File: src/rtl/cva6_lsu_issue_buffer_if.sv
// Issue-stage / retire-stage / LSU signal bundle for cva6_lsu_issue_buffer.
// Optional stats outputs exist only when LSU_ISSUE_STATS_EN is defined.
interface cva6_lsu_issue_buffer_if #(
    parameter int DEPTH           = 4,
    parameter int MAX_UNCOMMITTED = 4
);
    localparam int OCC_W = $clog2(DEPTH) + 1;
    localparam int UNC_W = $clog2(MAX_UNCOMMITTED) + 1;

    // Upstream handshake: a word transfers on a clock edge where in_valid_i && in_ready_o;
    // in_valid_i may rise without waiting for ready, and the word must stay stable until taken.
    logic             in_valid_i;
    logic             in_ready_o;
    logic [31:0]      in_instr_i;
    logic             in_is_load_i;
    logic             flush_i;
    logic             commit_i;
    logic             lsu_ready_i;
    logic             instr_valid_o;
    logic [31:0]      instr_o;
    logic             is_load_o;
    logic             store_commit_o;
    logic [OCC_W-1:0] occupancy_o;
    logic [UNC_W-1:0] uncommitted_o;
    logic             commit_err_o;
    logic [1:0]       state_o;
`ifdef LSU_ISSUE_STATS_EN
    logic [15:0]      stat_loads_o;
    logic [15:0]      stat_stores_o;
`endif

    modport slave (
        input  in_valid_i, in_instr_i, in_is_load_i, flush_i, commit_i, lsu_ready_i,
        output in_ready_o, instr_valid_o, instr_o, is_load_o, store_commit_o,
               occupancy_o, uncommitted_o, commit_err_o, state_o
`ifdef LSU_ISSUE_STATS_EN
        , output stat_loads_o, stat_stores_o
`endif
    );

    modport master (
        output in_valid_i, in_instr_i, in_is_load_i, flush_i, commit_i, lsu_ready_i,
        input  in_ready_o, instr_valid_o, instr_o, is_load_o, store_commit_o,
               occupancy_o, uncommitted_o, commit_err_o, state_o
`ifdef LSU_ISSUE_STATS_EN
        , input stat_loads_o, stat_stores_o
`endif
    );
endinterface

File: src/rtl/cva6_lsu_issue_buffer.sv
// FIFO-buffered, rate-limited issue of memory instructions to the CVA6 LSU with store-commit tracking.
// Define LSU_ISSUE_STATS_EN to add issued load/store counters.
module cva6_lsu_issue_buffer #(
    parameter int DEPTH           = 4,
    parameter int MIN_GAP         = 3,
    parameter int MAX_UNCOMMITTED = 4
) (
    input logic clk_i,
    input logic rst_i,
    cva6_lsu_issue_buffer_if.slave bus
);
    localparam int AW = $clog2(DEPTH);
    localparam int UW = $clog2(MAX_UNCOMMITTED) + 1;
    localparam int GW = $clog2(MIN_GAP + 1);
    localparam logic [AW:0]   FULL_CNT = (AW + 1)'(DEPTH);
    localparam logic [UW-1:0] UNC_MAX  = UW'(MAX_UNCOMMITTED);
    localparam logic [GW-1:0] GAP_INIT = GW'(MIN_GAP);
    localparam logic [GW-1:0] GAP_LAST = GW'(1);

    typedef enum logic [1:0] {IDLE = 2'd0, ISSUE = 2'd1, WAIT = 2'd2} state_t;

    state_t        state;
    logic [32:0]   mem [DEPTH];
    logic [AW:0]   wr_ptr, rd_ptr, count;
    logic [GW-1:0] gap_ctr;
    logic [UW-1:0] uncommitted_q;
    logic [31:0]   instr_q, head_instr;
    logic          instr_valid_q, is_load_q, store_commit_q, commit_err_q;
    logic          full, empty, push, head_load, cap_ok, issue_go, issue_store, commit_acc;

    assign count       = wr_ptr - rd_ptr;
    assign full        = (count == FULL_CNT);
    assign empty       = (count == '0);
    assign push        = bus.in_valid_i && !full && !bus.flush_i;
    assign {head_load, head_instr} = mem[rd_ptr[AW-1:0]];
    assign cap_ok      = head_load || (uncommitted_q < UNC_MAX);
    // The last WAIT cycle doubles as the IDLE decision cycle so pulses sit exactly MIN_GAP+1 apart.
    assign issue_go    = ((state == IDLE) || (state == WAIT && gap_ctr == GAP_LAST)) &&
                         !empty && bus.lsu_ready_i && !bus.flush_i && cap_ok;
    assign issue_store = issue_go && !head_load;
    assign commit_acc  = bus.commit_i && (uncommitted_q != '0);

    always_ff @(posedge clk_i) begin
        if (push) mem[wr_ptr[AW-1:0]] <= {bus.in_is_load_i, bus.in_instr_i};
    end

    always_ff @(posedge clk_i) begin
        if (rst_i) begin
            state          <= IDLE;
            wr_ptr         <= '0;
            rd_ptr         <= '0;
            gap_ctr        <= '0;
            uncommitted_q  <= '0;
            instr_valid_q  <= 1'b0;
            instr_q        <= '0;
            is_load_q      <= 1'b0;
            store_commit_q <= 1'b0;
            commit_err_q   <= 1'b0;
        end else begin
            if (push) wr_ptr <= wr_ptr + 1'b1;
            if (bus.flush_i) rd_ptr <= wr_ptr;
            else if (issue_go) rd_ptr <= rd_ptr + 1'b1;

            uncommitted_q  <= uncommitted_q + UW'(issue_store) - UW'(commit_acc);
            store_commit_q <= commit_acc;
            if (bus.commit_i && !commit_acc) commit_err_q <= 1'b1;

            instr_valid_q <= 1'b0;
            instr_q       <= '0;
            if (issue_go) begin
                state         <= ISSUE;
                instr_valid_q <= 1'b1;
                instr_q       <= head_instr;
                is_load_q     <= head_load;
            end else begin
                case (state)
                    ISSUE: begin
                        state   <= WAIT;
                        gap_ctr <= GAP_INIT;
                    end
                    WAIT: begin
                        if (gap_ctr == GAP_LAST) state <= IDLE;
                        else gap_ctr <= gap_ctr - 1'b1;
                    end
                    default: state <= IDLE;
                endcase
            end
        end
    end

`ifdef LSU_ISSUE_STATS_EN
    logic [15:0] stat_loads_q, stat_stores_q;

    always_ff @(posedge clk_i) begin
        if (rst_i) begin
            stat_loads_q  <= '0;
            stat_stores_q <= '0;
        end else if (state == ISSUE) begin
            if (is_load_q) stat_loads_q <= stat_loads_q + 16'd1;
            else stat_stores_q <= stat_stores_q + 16'd1;
        end
    end

    assign bus.stat_loads_o  = stat_loads_q;
    assign bus.stat_stores_o = stat_stores_q;
`endif

    assign bus.in_ready_o     = !full;
    assign bus.instr_valid_o  = instr_valid_q;
    assign bus.instr_o        = instr_q;
    assign bus.is_load_o      = is_load_q;
    assign bus.store_commit_o = store_commit_q;
    assign bus.occupancy_o    = count;
    assign bus.uncommitted_o  = uncommitted_q;
    assign bus.commit_err_o   = commit_err_q;
    assign bus.state_o        = state;
endmodule

File: src/flat_wrapper.sv
// flat-port wrapper written by rule: the top's interface ports become plain ports
module cva6_lsu_issue_buffer_flat 
#(
    parameter int DEPTH           = 4,
    parameter int MIN_GAP         = 3,
    parameter int MAX_UNCOMMITTED = 4
)
  (clk_i, rst_i, bus_in_valid_i, bus_in_instr_i, bus_in_is_load_i, bus_flush_i, bus_commit_i, bus_lsu_ready_i, bus_in_ready_o, bus_instr_valid_o, bus_instr_o, bus_is_load_o, bus_store_commit_o, bus_occupancy_o, bus_uncommitted_o, bus_commit_err_o, bus_state_o);
  cva6_lsu_issue_buffer_if #(.DEPTH(DEPTH), .MAX_UNCOMMITTED(MAX_UNCOMMITTED)) bus_i ();
  input logic clk_i;
  input logic rst_i;
  input wire logic [$bits(bus_i.in_valid_i)-1:0] bus_in_valid_i;
  input wire logic [$bits(bus_i.in_instr_i)-1:0] bus_in_instr_i;
  input wire logic [$bits(bus_i.in_is_load_i)-1:0] bus_in_is_load_i;
  input wire logic [$bits(bus_i.flush_i)-1:0] bus_flush_i;
  input wire logic [$bits(bus_i.commit_i)-1:0] bus_commit_i;
  input wire logic [$bits(bus_i.lsu_ready_i)-1:0] bus_lsu_ready_i;
  output wire logic [$bits(bus_i.in_ready_o)-1:0] bus_in_ready_o;
  output wire logic [$bits(bus_i.instr_valid_o)-1:0] bus_instr_valid_o;
  output wire logic [$bits(bus_i.instr_o)-1:0] bus_instr_o;
  output wire logic [$bits(bus_i.is_load_o)-1:0] bus_is_load_o;
  output wire logic [$bits(bus_i.store_commit_o)-1:0] bus_store_commit_o;
  output wire logic [$bits(bus_i.occupancy_o)-1:0] bus_occupancy_o;
  output wire logic [$bits(bus_i.uncommitted_o)-1:0] bus_uncommitted_o;
  output wire logic [$bits(bus_i.commit_err_o)-1:0] bus_commit_err_o;
  output wire logic [$bits(bus_i.state_o)-1:0] bus_state_o;
  assign bus_i.in_valid_i = bus_in_valid_i;
  assign bus_i.in_instr_i = bus_in_instr_i;
  assign bus_i.in_is_load_i = bus_in_is_load_i;
  assign bus_i.flush_i = bus_flush_i;
  assign bus_i.commit_i = bus_commit_i;
  assign bus_i.lsu_ready_i = bus_lsu_ready_i;
  assign bus_in_ready_o = bus_i.in_ready_o;
  assign bus_instr_valid_o = bus_i.instr_valid_o;
  assign bus_instr_o = bus_i.instr_o;
  assign bus_is_load_o = bus_i.is_load_o;
  assign bus_store_commit_o = bus_i.store_commit_o;
  assign bus_occupancy_o = bus_i.occupancy_o;
  assign bus_uncommitted_o = bus_i.uncommitted_o;
  assign bus_commit_err_o = bus_i.commit_err_o;
  assign bus_state_o = bus_i.state_o;
  cva6_lsu_issue_buffer #(.DEPTH(DEPTH), .MIN_GAP(MIN_GAP), .MAX_UNCOMMITTED(MAX_UNCOMMITTED)) u_core (.clk_i(clk_i), .rst_i(rst_i), .bus(bus_i));
endmodule
File: config.mk
export PLATFORM = sky130hd
export DESIGN_NAME = cva6_lsu_issue_buffer_flat
export DESIGN_NICKNAME = d
export VERILOG_FILES = /design/src/rtl/cva6_lsu_issue_buffer_if.sv /design/src/rtl/cva6_lsu_issue_buffer.sv /design/src/flat_wrapper.sv
export SDC_FILE = /design/constraint.sdc
export NUM_CORES = 1
export LEC_CHECK = 0
export ABC_AREA = 1
export CORE_UTILIZATION = 55
export CTS_BUF_LIST = sky130_fd_sc_hd__clkbuf_8
export CTS_CLUSTER_DIAMETER = 80
export DETAILED_ROUTE_END_ITERATION = 6
export GPL_TIMING_DRIVEN = 0
export PLACE_DENSITY = 0.82
export SETUP_SLACK_MARGIN = 0.5
export SYNTH_ARGS = -nofsm -noshare
export SYNTH_HDL_FRONTEND = slang
export SYNTH_SLANG_ARGS = --single-unit
File: constraint.sdc
create_clock -name clk_i -period 7.25 [get_ports clk_i]
set_clock_uncertainty 0.05 [all_clocks]
set_input_delay 1.0875 -clock clk_i [delete_from_list [all_inputs] [get_ports clk_i]]
set_output_delay 1.0875 -clock clk_i [all_outputs]
set_load 0.05 [all_outputs]
==> results summary, run 1 <==
Summed over all nets, the half-perimeter wirelength after detailed placement is 8551 um. The pin count of the biggest net entering global routing is 29. The clock transition at the registers of the reported paths is ~0.090 ns.

The flow ran to the end, and the final reports show no timing, DRC or antenna violations. The cell count after synthesis is 552. The hold buffer count at CTS came out at 0. The worst pin sits at a relative slew slack of 61.59%.

The library cell used as clock root buffer is sky130_fd_sc_hd__clkbuf_8. Of the post-synthesis cell area, the dominant cell type holds 57.94%. The post-route netlist has 13.13% of its cells at a drive strength greater than 1. The via count of the first global-routing pass came out at 4,359. Combinational logic burns between 10% and 20% of the power. The kind of path behind the tightest hold check is reg2reg.

The worst setup path is of the reg2out kind. The mapped netlist covers 6842 sq um. In the synthesized netlist, the cells that appear most often are sky130_fd_sc_hd__nor2_1 (138), sky130_fd_sc_hd__edfxtp_1 (132), sky130_fd_sc_hd__o21ai_0 (74). For this run the aggregate overflow at the end of global routing stands at 0. In the synthesized netlist the dominant register cell turns out to be sky130_fd_sc_hd__edfxtp_1. The final setup TNS is 0 ns. The area enclosed by the die boundary is about 13,000 sq um. In this run the remaining antenna-violating nets after routing total 0. The number of antenna violations at the first check in global routing is 0.

TritonCTS built the clock tree. The Yosys step of the flow raised 0 warnings. The height of the die is 113.5 um.

The actual slew at the worst max-slew pin came out at 0.5761 ns. The final wirelength is ~14,000 um. The areal power density over the cells is approximately 260 nW/um^2. The largest voltage drop on the vdd net came out at 0.0001107 V. The number of design rule violations left after detail routing is 0. The share of total power consumed by net switching came out at around 28%. The synthesized netlist net count is 602.

The first-pass GRT wire length is 20,980 um. The internal power came out at approximately 1.6 mW. The maximum net fanout on the critical path came out at 5. The worst-skew pair later-pin latency came out at about 0.44 ns. The starting DRC count in detailed routing came out at 341.

Post-CTS timing repair inserted 0 buffers for setup. The max-cap check violation count came out at 0. The first-pass detailed-route iteration total is 4. The final hold violation count came out at 0. The initial utilization of the core area, before any placement, comes to between 50% and 60%. The data required time of the critical path came out at approximately 6.1 ns. The number of rows in the core area came out at 40.

Counting every sink on the clock net gives between 150 and 200. In this run the static leakage power is 2.922 nW. No sink is reached through more buffers than the 2 on the longest clock path. The filler cell count is 816. The number of nets in the layout came out at 707.

The I/O pin count came out at 84. The number of failing setup endpoints in the final timing report is 0. The synthesized design contains 132 enable-type register cells. The final period demand of the worst path came out at 3.779 ns. The final-report max-slew violation count was 0. The detailed router placed 4,391 vias in this run.

The clock network fraction of total power came out at 29.5%. The total CTS buffers came out at 17. The most numerous cell in the Yosys netlist is sky130_fd_sc_hd__nor2_1. 0 antenna diodes ended up in the layout. The final estimated routing congestion in global placement is approximately 0.76. The post-synthesis async set-or-reset flop share came out at 0%.

Of the synthesized area, sequential elements account for 72.86%. The all-layer global routing usage came out at a little over a fifth. Setup repair after global routing left no endpoint under its margin. The distinct cell type count of the synthesized netlist is 22. The core region is 12,060 sq um.

In this run, flip-flops and latches consume 53.8% of the power. The number of instances resized during post-cts repair came out at 0. The synthesized design spends more area on one cell type than any other, namely sky130_fd_sc_hd__edfxtp_1.

The floorplan step set the die width to around 110 um. The number of I/O port buffers is 82. The per-instance average area after synthesis came out at 12.39 sq um.

After layout, the worst path uses 52.12% of the clock period. Relative to the synthesized area, the layout overhead comes to 22.42%. STA classifies the critical path endpoint as a primary output. In the routed layout, each cell is associated on average with a via count of 5.240.

The H-tree depth is 4. The average wire per cell in the routed design is ~16 um. The worst setup path is launched from a flip-flop.

The number of storage elements in the synthesis netlist is 183. The highest clock rate is approximately 0.26 GHz. The final core area utilization is 69.44%.

At the worst endpoint, the arrival time is 2.64 ns. The net load switching power is 0.6161 mW. By area the synthesized netlist is led by sky130_fd_sc_hd__edfxtp_1 (58%), sky130_fd_sc_hd__dfxtp_1 (15%), sky130_fd_sc_hd__nor2_1 (7.6%).
## cells in the final DEF (no fill, tap or decap), drive strengths merged
cell type	n
clkdlybuf4s50	82
nor3	2
clkinv	3
clkinvlp	4
nand3	10
a21oi	43
bufinv	2
fa	2
buf	18
xnor2	2
nand4	2
nor2	138
clkbuf	28
ha	9
o21ai	74
dfxtp	51
nand2	27
edfxtp	132
inv	41
## path summary, 6_finish.rpt
check	start	endpoint	slack [ns]	cells past startpoint
worst max register to register	u_core.wr_ptr[0]$_SDFFE_PP0P_	u_core.mem[3][27]$_DFFE_PP_	4.59	9
worst min register to register	u_core.bus.commit_err_o$_SDFFE_PP0P_	u_core.bus.commit_err_o$_SDFFE_PP0P_	0.40	2
worst min-delay path	u_core.bus.commit_err_o$_SDFFE_PP0P_	u_core.bus.commit_err_o$_SDFFE_PP0P_	0.40	2
worst max-delay path	u_core.wr_ptr[0]$_SDFFE_PP0P_	bus_in_ready_o	3.47	7
## kinds of logic (layout without fill, tap and decap cells)
group / Yosys count / after routing / synth area share, %
XOR/XNOR: 2 / 2 / 0.2561
adder cells (fa/ha/maj): 11 / 11 / 2.231
AO/OA/AOI/OAI: 117 / 117 / 10.15
flip-flops: 183 / 183 / 72.86
AND/OR/NAND/NOR: 179 / 179 / 10.63
buffers and inverters: 60 / 178 / 3.877
## per-layer routing
layer | global-route usage (%) | routed length (um)
met1 | 26.77 | 5513
met2 | 37.20 | 6877
met3 | 5.260 | 905
met4 | 9.737 | 210
met5 | 0 | 0
## critical path, stage by stage (launching register included)
cell and delay, ns:
sky130_fd_sc_hd__dfxtp_1 0.39, sky130_fd_sc_hd__inv_1 0.12, sky130_fd_sc_hd__ha_1 0.21, sky130_fd_sc_hd__fa_1 0.38, sky130_fd_sc_hd__nand3_1 0.14, sky130_fd_sc_hd__nand2_2 0.09, sky130_fd_sc_hd__nand2_2 0.07, sky130_fd_sc_hd__clkdlybuf4s50_1 0.80
## metrics by stage
step	hold slack [ns]	std cells	setup slack (ns)	power, mW	cell area (sq um)
6_report	0.4038	838	3.471	2.214	8376
2_1_floorplan	0.3892	552	3.515	1.449	6842
3_5_place_dp	0.3948	806	3.938	1.584	7990
5_1_grt	0.4322	838	3.306	2.298	8376
4_1_cts	0.4074	838	3.434	2.227	8376
3_3_place_gp	0.3861	802	2.306	1.562	7873
## state kept, by name, indices dropped and copies added, names as in the netlist, named ones only
register and cells:
u_core.mem 132, u_core.bus.state_o 2, u_core.bus.instr_valid_o 1, u_core.bus.is_load_o 1, u_core.rd_ptr 3, u_core.wr_ptr 3
u_core.bus.store_commit_o 1, u_core.bus.commit_err_o 1, u_core.gap_ctr 2, u_core.bus.uncommitted_o 3, u_core.bus.instr_o 32
## area by class of cell
type / instances / area (sq um) / area share, %
Inverter: 35 / 131.4 / 1.569
Multi-Input combinational cell: 309 / 1622 / 19.36
Sequential cell: 183 / 4985 / 59.52
Clock buffer: 17 / 234.0 / 2.794
Clock inverter: 15 / 151.4 / 1.808
Tap cell: 168 / 210.2 / 2.510
Timing Repair Buffer: 86 / 908.4 / 10.85
Buffer: 25 / 133.9 / 1.598
## power groups by stage
stage / Clock, mW / Combinational, mW / Sequential, mW
3_5_place_dp: 0 / 0.369 / 1.22
6_report: 0.654 / 0.369 / 1.19
5_1_grt: 0.703 / 0.399 / 1.20
4_1_cts: 0.665 / 0.371 / 1.19
2_1_floorplan: 0 / 0.166 / 1.28
3_3_place_gp: 0 / 0.348 / 1.21
No activity file was read; power rests on OpenSTA's default activity.
==> inputs of run 2 (changes only) <==
- CORE_UTILIZATION: 55 -> 52
- PLACE_DENSITY: 0.82 -> 0.81
- clock period: 7.25 -> 3.4 ns (I/O delays scaled with it)
==> run 2 against run 1 <==
  * Total power grew 120%
  * Largest cell class unchanged
  * Global-route usage is essentially flat
  * Critical endpoint unchanged
  * Sequential cell count is the same
  * Largest power group unchanged
  * Sequential share of layout area shrank 0.49 points
  * Clock power grew 140%
  * Worst hold slack lost 0.017 ns
  * Via count shrank 0.41%
==> results summary, run 2 (synthesis gave the netlist of run 1 again) <==
The flow ran to the end, and the final reports show no timing, DRC or antenna violations. The height of the die is between 100 and 150 um. The number of nets with antenna violations after routing is 0.

The repair_antennas step left the layout with diodes totalling 0. The register area came out at between 4000 and 5000 sq um. Net switching is 26.43% of the power. The max-cap check violation count came out at 0.

The combinational cell fraction of total power is 15.9%. For hold timing, the worst endpoint is u_core.bus.state_o[1]$_SDFFE_PP0P_. Summed over all failing endpoints, the final setup total negative slack is 0 ns.

The I/O pin count came out at 84. The fraction of the cycle the final worst path needs came out at between 70% and 80%. The critical setup path kind is reg2out. The number of hold buffers added after CTS was 0.

The hold-critical path depth came out at 2. In this run the critical register-to-register path is captured at u_core.bus.uncommitted_o[2]$_SDFF_PP0_. Measured on the finished design, the core utilization comes to about two thirds. The average wire per cell in the routed design came out at 16.56 um. The final hold violation count came to 0. The worst reg2reg path depth came out at 14. The register share of total power came out at about half. The largest voltage drop on the vdd net is 0.0004053 V.

The worst setup path is captured at a primary output. The clock period could shrink to about 2.7 ns. The final critical-path setup slack is 0.6828 ns. The first global-routing pass estimated 21,470 um of wire. The final wirelength is 13,960 um. The number of flip-flops under the largest register name is 132. The area growth from synthesis to layout is 23.43%. The number of nets in the layout is 708.

The filler cell count came out at 937. Data on the critical path arrives at its endpoint at 2.16 ns. The library cell used most frequently in the layout, excluding fill and tap cells, is sky130_fd_sc_hd__nor2_1. The relative max-transition margin is around three fifths.

Once layout is done, the placed cells without fillers occupy 8444 sq um. The via count of the first global-routing pass came out at roughly 4,500. The worst-skew pair later-pin latency is 0.45 ns. Entering global routing, the biggest net connects 26 pins. The number of vias in the routed layout is 4,373. The total overflow left after global routing is 0. The worst slack at placement is 0.6493 ns. The number of rows in the core area came out at between 40 and 50.

The static leakage power is around 3.0 nW. The total CTS buffers is 17. The areal power density over the cells came out at 581.9 nW/um^2. In the final layout, the multi-input gates occupy approximately 1600 sq um. The setup slack of the worst register-to-register path came out at 0.78 ns.

The H-tree depth came out at 4. The CTS tree is yes. The fraction of final layout cells with drive strength greater than 1 came out at 13.86%. In the layout the commonest cells are sky130_fd_sc_hd__nor2_1 (134), sky130_fd_sc_hd__edfxtp_1 (132), sky130_fd_sc_hd__clkdlybuf4s50_1 (79). In this run, the clock network consumes 32.4% of the power. STA puts the critical path data required time at around 2.8 ns. The internal power came out at 3.615 mW. The first detailed-routing pass took 5 iterations. The number of antenna violations at the first check in global routing is 0. Static timing analysis puts the maximum clock frequency at 0.3680 GHz.

The largest buffer count on any clock path came out at 2. The post-placement cell area came out at 7995 sq um. The actual slew at the worst max-slew pin came out at 0.6022 ns. The worst hold path belongs to the class in2reg. The average via count per standard cell came out at 5.187.

The starting DRC count in detailed routing is 345. The initial cell density of the core came out at 53.78%. The die span in x is around 120 um. The final estimated routing congestion in global placement came out at 0.7815. The tree built by TritonCTS fans out to 183 sinks. Setup repair after global routing left no endpoint under its margin. The maximum net fanout on the critical path came out at 5. The number of failing setup endpoints in the final timing report came out at 0. In this run the most critical hold path is launched from rst_i. Global routing used 21.93% of the available tracks across all layers. The startpoint identified for the worst register-to-register timing path is u_core.wr_ptr[0]$_SDFFE_PP0P_. The clock transition at the registers of the reported paths is around 0.08 ns. Detailed placement finished with a half-perimeter wire length of 8848 um. The library cell used as clock root buffer is sky130_fd_sc_hd__clkbuf_8. The number of I/O port buffers is 82. The final-report max-slew violation count came out at 0. In this run the power spent charging and discharging nets is 1.299 mW. The core region is 12,720 sq um. The area enclosed by the die boundary came out at 13,620 sq um. The worst setup path is launched from a flip-flop.

After detailed routing, the number of remaining DRC violations is 0.
## run 2: power by group through the flow
stage               Sequential [mW]  Combinational, mW  Clock (mW)
floorplan                      2.74              0.356           0
global placement               2.59              0.744           0
CTS                            2.54              0.787        1.61
finish                         2.54              0.780        1.59
global route                   2.55              0.849        1.69
detailed placement             2.59              0.786           0
## run 2: final cells by class
cell class / count / area share (%)
sequential: 183 / 59.03
multi-input combinational: 309 / 19.20
timing repair buffer: 87 / 10.82
clock buffer: 17 / 2.771
tap: 172 / 2.549
clock inverter: 15 / 2.489
buffer: 25 / 1.585
inverter: 35 / 1.556
## run 2: worst max-delay path, cell delays in order (launching register included)
cell,delay [ns]
sky130_fd_sc_hd__dfxtp_1,0.40
sky130_fd_sc_hd__inv_1,0.13
sky130_fd_sc_hd__ha_1,0.22
sky130_fd_sc_hd__fa_1,0.50
sky130_fd_sc_hd__nand2_1,0.05
sky130_fd_sc_hd__inv_1,0.09
sky130_fd_sc_hd__nand2_2,0.07
sky130_fd_sc_hd__clkbuf_2,0.23
## run 2: routing by layer
metal	track usage, %	part of all wire (%)
met1	25.28	41
met3	6.072	6.0
met5	0	0
met4	10.97	1.9
met2	37.67	51
## run 2: worst max path at each step
stage	start	endpoint	slack, ns	cells after the start
after global routing	u_core.wr_ptr[0]$_SDFFE_PP0P_	bus_in_ready_o	0.50	7
after CTS	u_core.wr_ptr[0]$_SDFFE_PP0P_	bus_in_ready_o	0.42	7
final	u_core.wr_ptr[0]$_SDFFE_PP0P_	bus_in_ready_o	0.68	7
after floorplan	u_core.wr_ptr[0]$_SDFFE_PP0P_	u_core.mem[3][0]$_DFFE_PP_	0.20	8
after detailed placement	u_core.wr_ptr[0]$_SDFFE_PP0P_	bus_in_ready_o	0.65	7
after global placement	u_core.wr_ptr[0]$_SDFFE_PP0P_	u_core.mem[3][15]$_DFFE_PP_	-0.13	8
## run 2: what timing repair did
item	CTS	global route
endpoints found under the hold margin	0	0
gates resized for setup	4	5
endpoints found under the setup margin	3	22
gates cloned	0	0
buffers inserted	0	1
pin swaps	0	1
## run 2: through the flow
| stage | instances | power, mW | hold WS [ns] |
|---|---|---|---|
| after floorplan | 552 | 3.091 | 0.3892 |
| after global placement | 806 | 3.333 | 0.3911 |
| after detailed placement | 810 | 3.377 | 0.3930 |
| after CTS | 842 | 4.937 | 0.3681 |
| after global routing | 843 | 5.094 | 0.4040 |
| final | 843 | 4.914 | 0.3870 |
==> inputs of run 3 (changes only) <==
- CORE_UTILIZATION: 52 -> 55
- PLACE_DENSITY: 0.81 -> 0.82
- clock period: 3.4 -> 2.7 ns (I/O delays scaled with it)
==> run 3 against run 2 <==
  * Non-clock buffer count is 15 higher
  * Critical path type unchanged
  * Combinational power is 44% higher
  * Highest routed layer unchanged
  * Worst hold slack worse by 0.086 ns
  * Critical path depth stayed put
  * Wire length is 9.7% higher
  * Sequential power is 26% higher
  * Largest power group unchanged
  * Via count is 6.5% higher
==> results summary, run 3 (synthesis gave the netlist of run 1 again) <==
After detailed routing, the number of vias per cell comes to 5.428. The tool flagged a number of max-cap violations equal to 0. After filler insertion, the fill cell instance count of the layout stands at 730. The floorplan step defined a die boundary enclosing 12,890 sq um. In the final layout, the share of cells above drive strength 1 is 18.26%. The final wirelength came out at 15,320 um. The final instance area came out at 8771 sq um. For this run, the post-layout net count is 727. For this block, the initial DRC count from the detailed router was 446. At the later pin of the worst-skew pair, clock insertion delay measures 0.45 ns.

In the final routed layout, each cell accounts on average for 17.85 um. The number of clock sinks is 183. For this run the aggregate overflow at the end of global routing stands at 0. The worst register-to-register path begins at u_core.wr_ptr[0]$_SDFFE_PP0P_. Leaving out fill and tap cells, the most frequent cell in the layout is sky130_fd_sc_hd__nor2_1.

The number of nets with antenna violations after routing is 0. The arrival time at the worst endpoint is 1.93 ns. The largest voltage drop on the vdd net is 0.0006065 V. The areal power density over the cells is 712.5 nW/um^2. The CTS tree is yes. The fraction of the cycle the final worst path needs is 88.16%. The congestion estimate from routability-driven global placement came to around 0.77. The final hold violation count came out at 0. The height of the die came out at 113.5 um. The register area is 4990 sq um. The maximum net fanout on the critical path is 2. The number of antenna violations at the first check in global routing is 0. The synthesis-to-layout area growth is 28.20%. The final period demand of the worst path came out at 2.380 ns.

The static leakage power came out at 3.087 nW. The number of vias in the routed layout came out at ~4,700. The floorplan step set the die width to between 100 and 150 um. The number of failing setup endpoints in the final timing report came out at 0. The flow ran to the end, and the final reports show no timing, DRC or antenna violations. The data required time of the critical path came out at between 2 and 2.5 ns. 84 I/O pins were placed. Entering global routing, the biggest net connects 18 pins. The actual slew at the worst max-slew pin is a little over 0.6 ns. TritonCTS created 17 clock buffers.

The final total power came out at 6.250 mW. The non-filler instance count after layout came out at 858. The repair_antennas step left the layout with diodes totalling 0. The relative max-transition margin is 59.75%. The placeable core area is 12,060 sq um. In the layout the commonest cells are sky130_fd_sc_hd__nor2_1 (134), sky130_fd_sc_hd__edfxtp_1 (132), sky130_fd_sc_hd__clkdlybuf4s50_1 (75). The all-layer global routing usage is about a quarter. STA classifies the critical path startpoint as a flip-flop.

The final-report max-slew violation count was 0. The number of design rule violations left after detail routing came out at 0. Setup repair after global routing could not meet its margin everywhere. For this run, the slowest stage of the critical path takes 0.56 ns. The slowest stage of the critical path is the sky130_fd_sc_hd__fa_2 cell. Before CTS, the worst setup slack after placement is -0.07560 ns. The clock transition at the registers of the reported paths came out at approximately 0.090 ns.

The H-tree depth came out at 4. The number of placed instances, taps included came out at between 800 and 900. Port buffering added 82 buffers. The kind of path behind the tightest hold check is in2reg. Timing would allow up to 0.4201 GHz. The first global-routing pass estimated 23,990 um of wire. The largest buffer count on any clock path came out at 2. The register with the most flip-flops in the layout has 132 of them. The final setup TNS came out at 0 ns. The initial cell density of the core came out at about 57%. Detailed placement finished with a half-perimeter wire length of ~8700 um. Summing all placed instances gives a cell area of 7975 sq um.

The library cell used as clock root buffer is sky130_fd_sc_hd__clkbuf_8. The critical path goes through inv_4, ha_4, fa_2, nand2_2, inv_4, nand2_8, buf_8. The worst setup path is captured at a primary output. Summing all multi-input logic gate instances after layout gives 1762 sq um. Among the stages of the critical path, the cell type that occurs most often is sky130_fd_sc_hd__inv_4. The number of rows in the core area came out at 40. The final critical-path setup slack came out at 0.3197 ns. The via count of the first global-routing pass is 4,734. In this run the worst setup path begins at u_core.wr_ptr[0]$_SDFFE_PP0P_. For this run, the detailed router's first-pass iteration total came to 5.

The worst setup path is of the reg2out kind. The worst hold path begins at rst_i.
==> run 3: cell types whose count changed in the layout (fill, tap and decap cells not counted), sizes merged <==
cell / previous run / this run
buf: 19 / 37
bufinv: 5 / 4
clkbuf: 31 / 28
clkdlybuf4s50: 79 / 75
clkinv: 5 / 3
clkinvlp: 2 / 5
dlygate4sd2: 0 / 3
dlymetal6s2s: 0 / 1
nor2: 138 / 142
==> run 3: final timing paths <==
check	endpoint	slack, ns	cells past startpoint
setup / recovery	bus_in_ready_o	0.32	7
hold / removal	u_core.bus.uncommitted_o[0]$_SDFF_PP0_	0.30	2
setup reg to reg	u_core.bus.uncommitted_o[1]$_SDFF_PP0_	0.34	12
hold reg to reg	u_core.bus.commit_err_o$_SDFFE_PP0P_	0.42	2
==> run 3: stage by stage <==
step / util, % / hold WS [ns]
6_report: 72.72 / 0.3012
5_1_grt: 72.72 / 0.2986
4_1_cts: 72.38 / 0.2760
3_5_place_dp: 66.12 / 0.3886
3_3_place_gp: 66.12 / 0.3897
2_1_floorplan: - / 0.3892
==> run 3: power by group <==
part | switching (mW) | internal, mW | total, mW
Combinational | 0.727 | 0.396 | 1.12
Clock | 0.928 | 0.995 | 1.92
Sequential | 0.0656 | 3.14 | 3.20
==> run 3: area by class of cell <==
| cell class | instances | share of cell area, % |
|---|---|---|
| clock inverter | 15 | 2.126 |
| buffer | 25 | 1.526 |
| clock buffer | 17 | 2.668 |
| tap | 168 | 2.397 |
| inverter | 35 | 1.555 |
| sequential | 183 | 56.89 |
| multi-input combinational | 313 | 20.09 |
| timing repair buffer | 102 | 12.75 |
==> run 3: worst max-delay path, delay by kind of cell (launching register included) <==
kind | cells | cell delay (ns)
AND/OR/NAND/NOR | 2 | 0.12
buffers and inverters | 3 | 0.28
flip-flops | 1 | 0.37
adder cells (fa/ha/maj) | 2 | 0.72
==> run 3: metal layers <==
metal	global-route usage [%]	vias to the layer above	wire [um]
li1	-	2152	-
met1	29.80	2242	5703
met2	43.46	228	7971
met3	6.111	35	1234
met4	13.07	0	406
met5	0	-	0
==> run 3: repair_timing <==
item	CTS	global route
endpoints found under the setup margin	141	6
gates resized for setup	42	4
buffers inserted	16	4
pin swaps	15	7
gates cloned	4	0
endpoints found under the hold margin	0	0
hold buffers	0	0
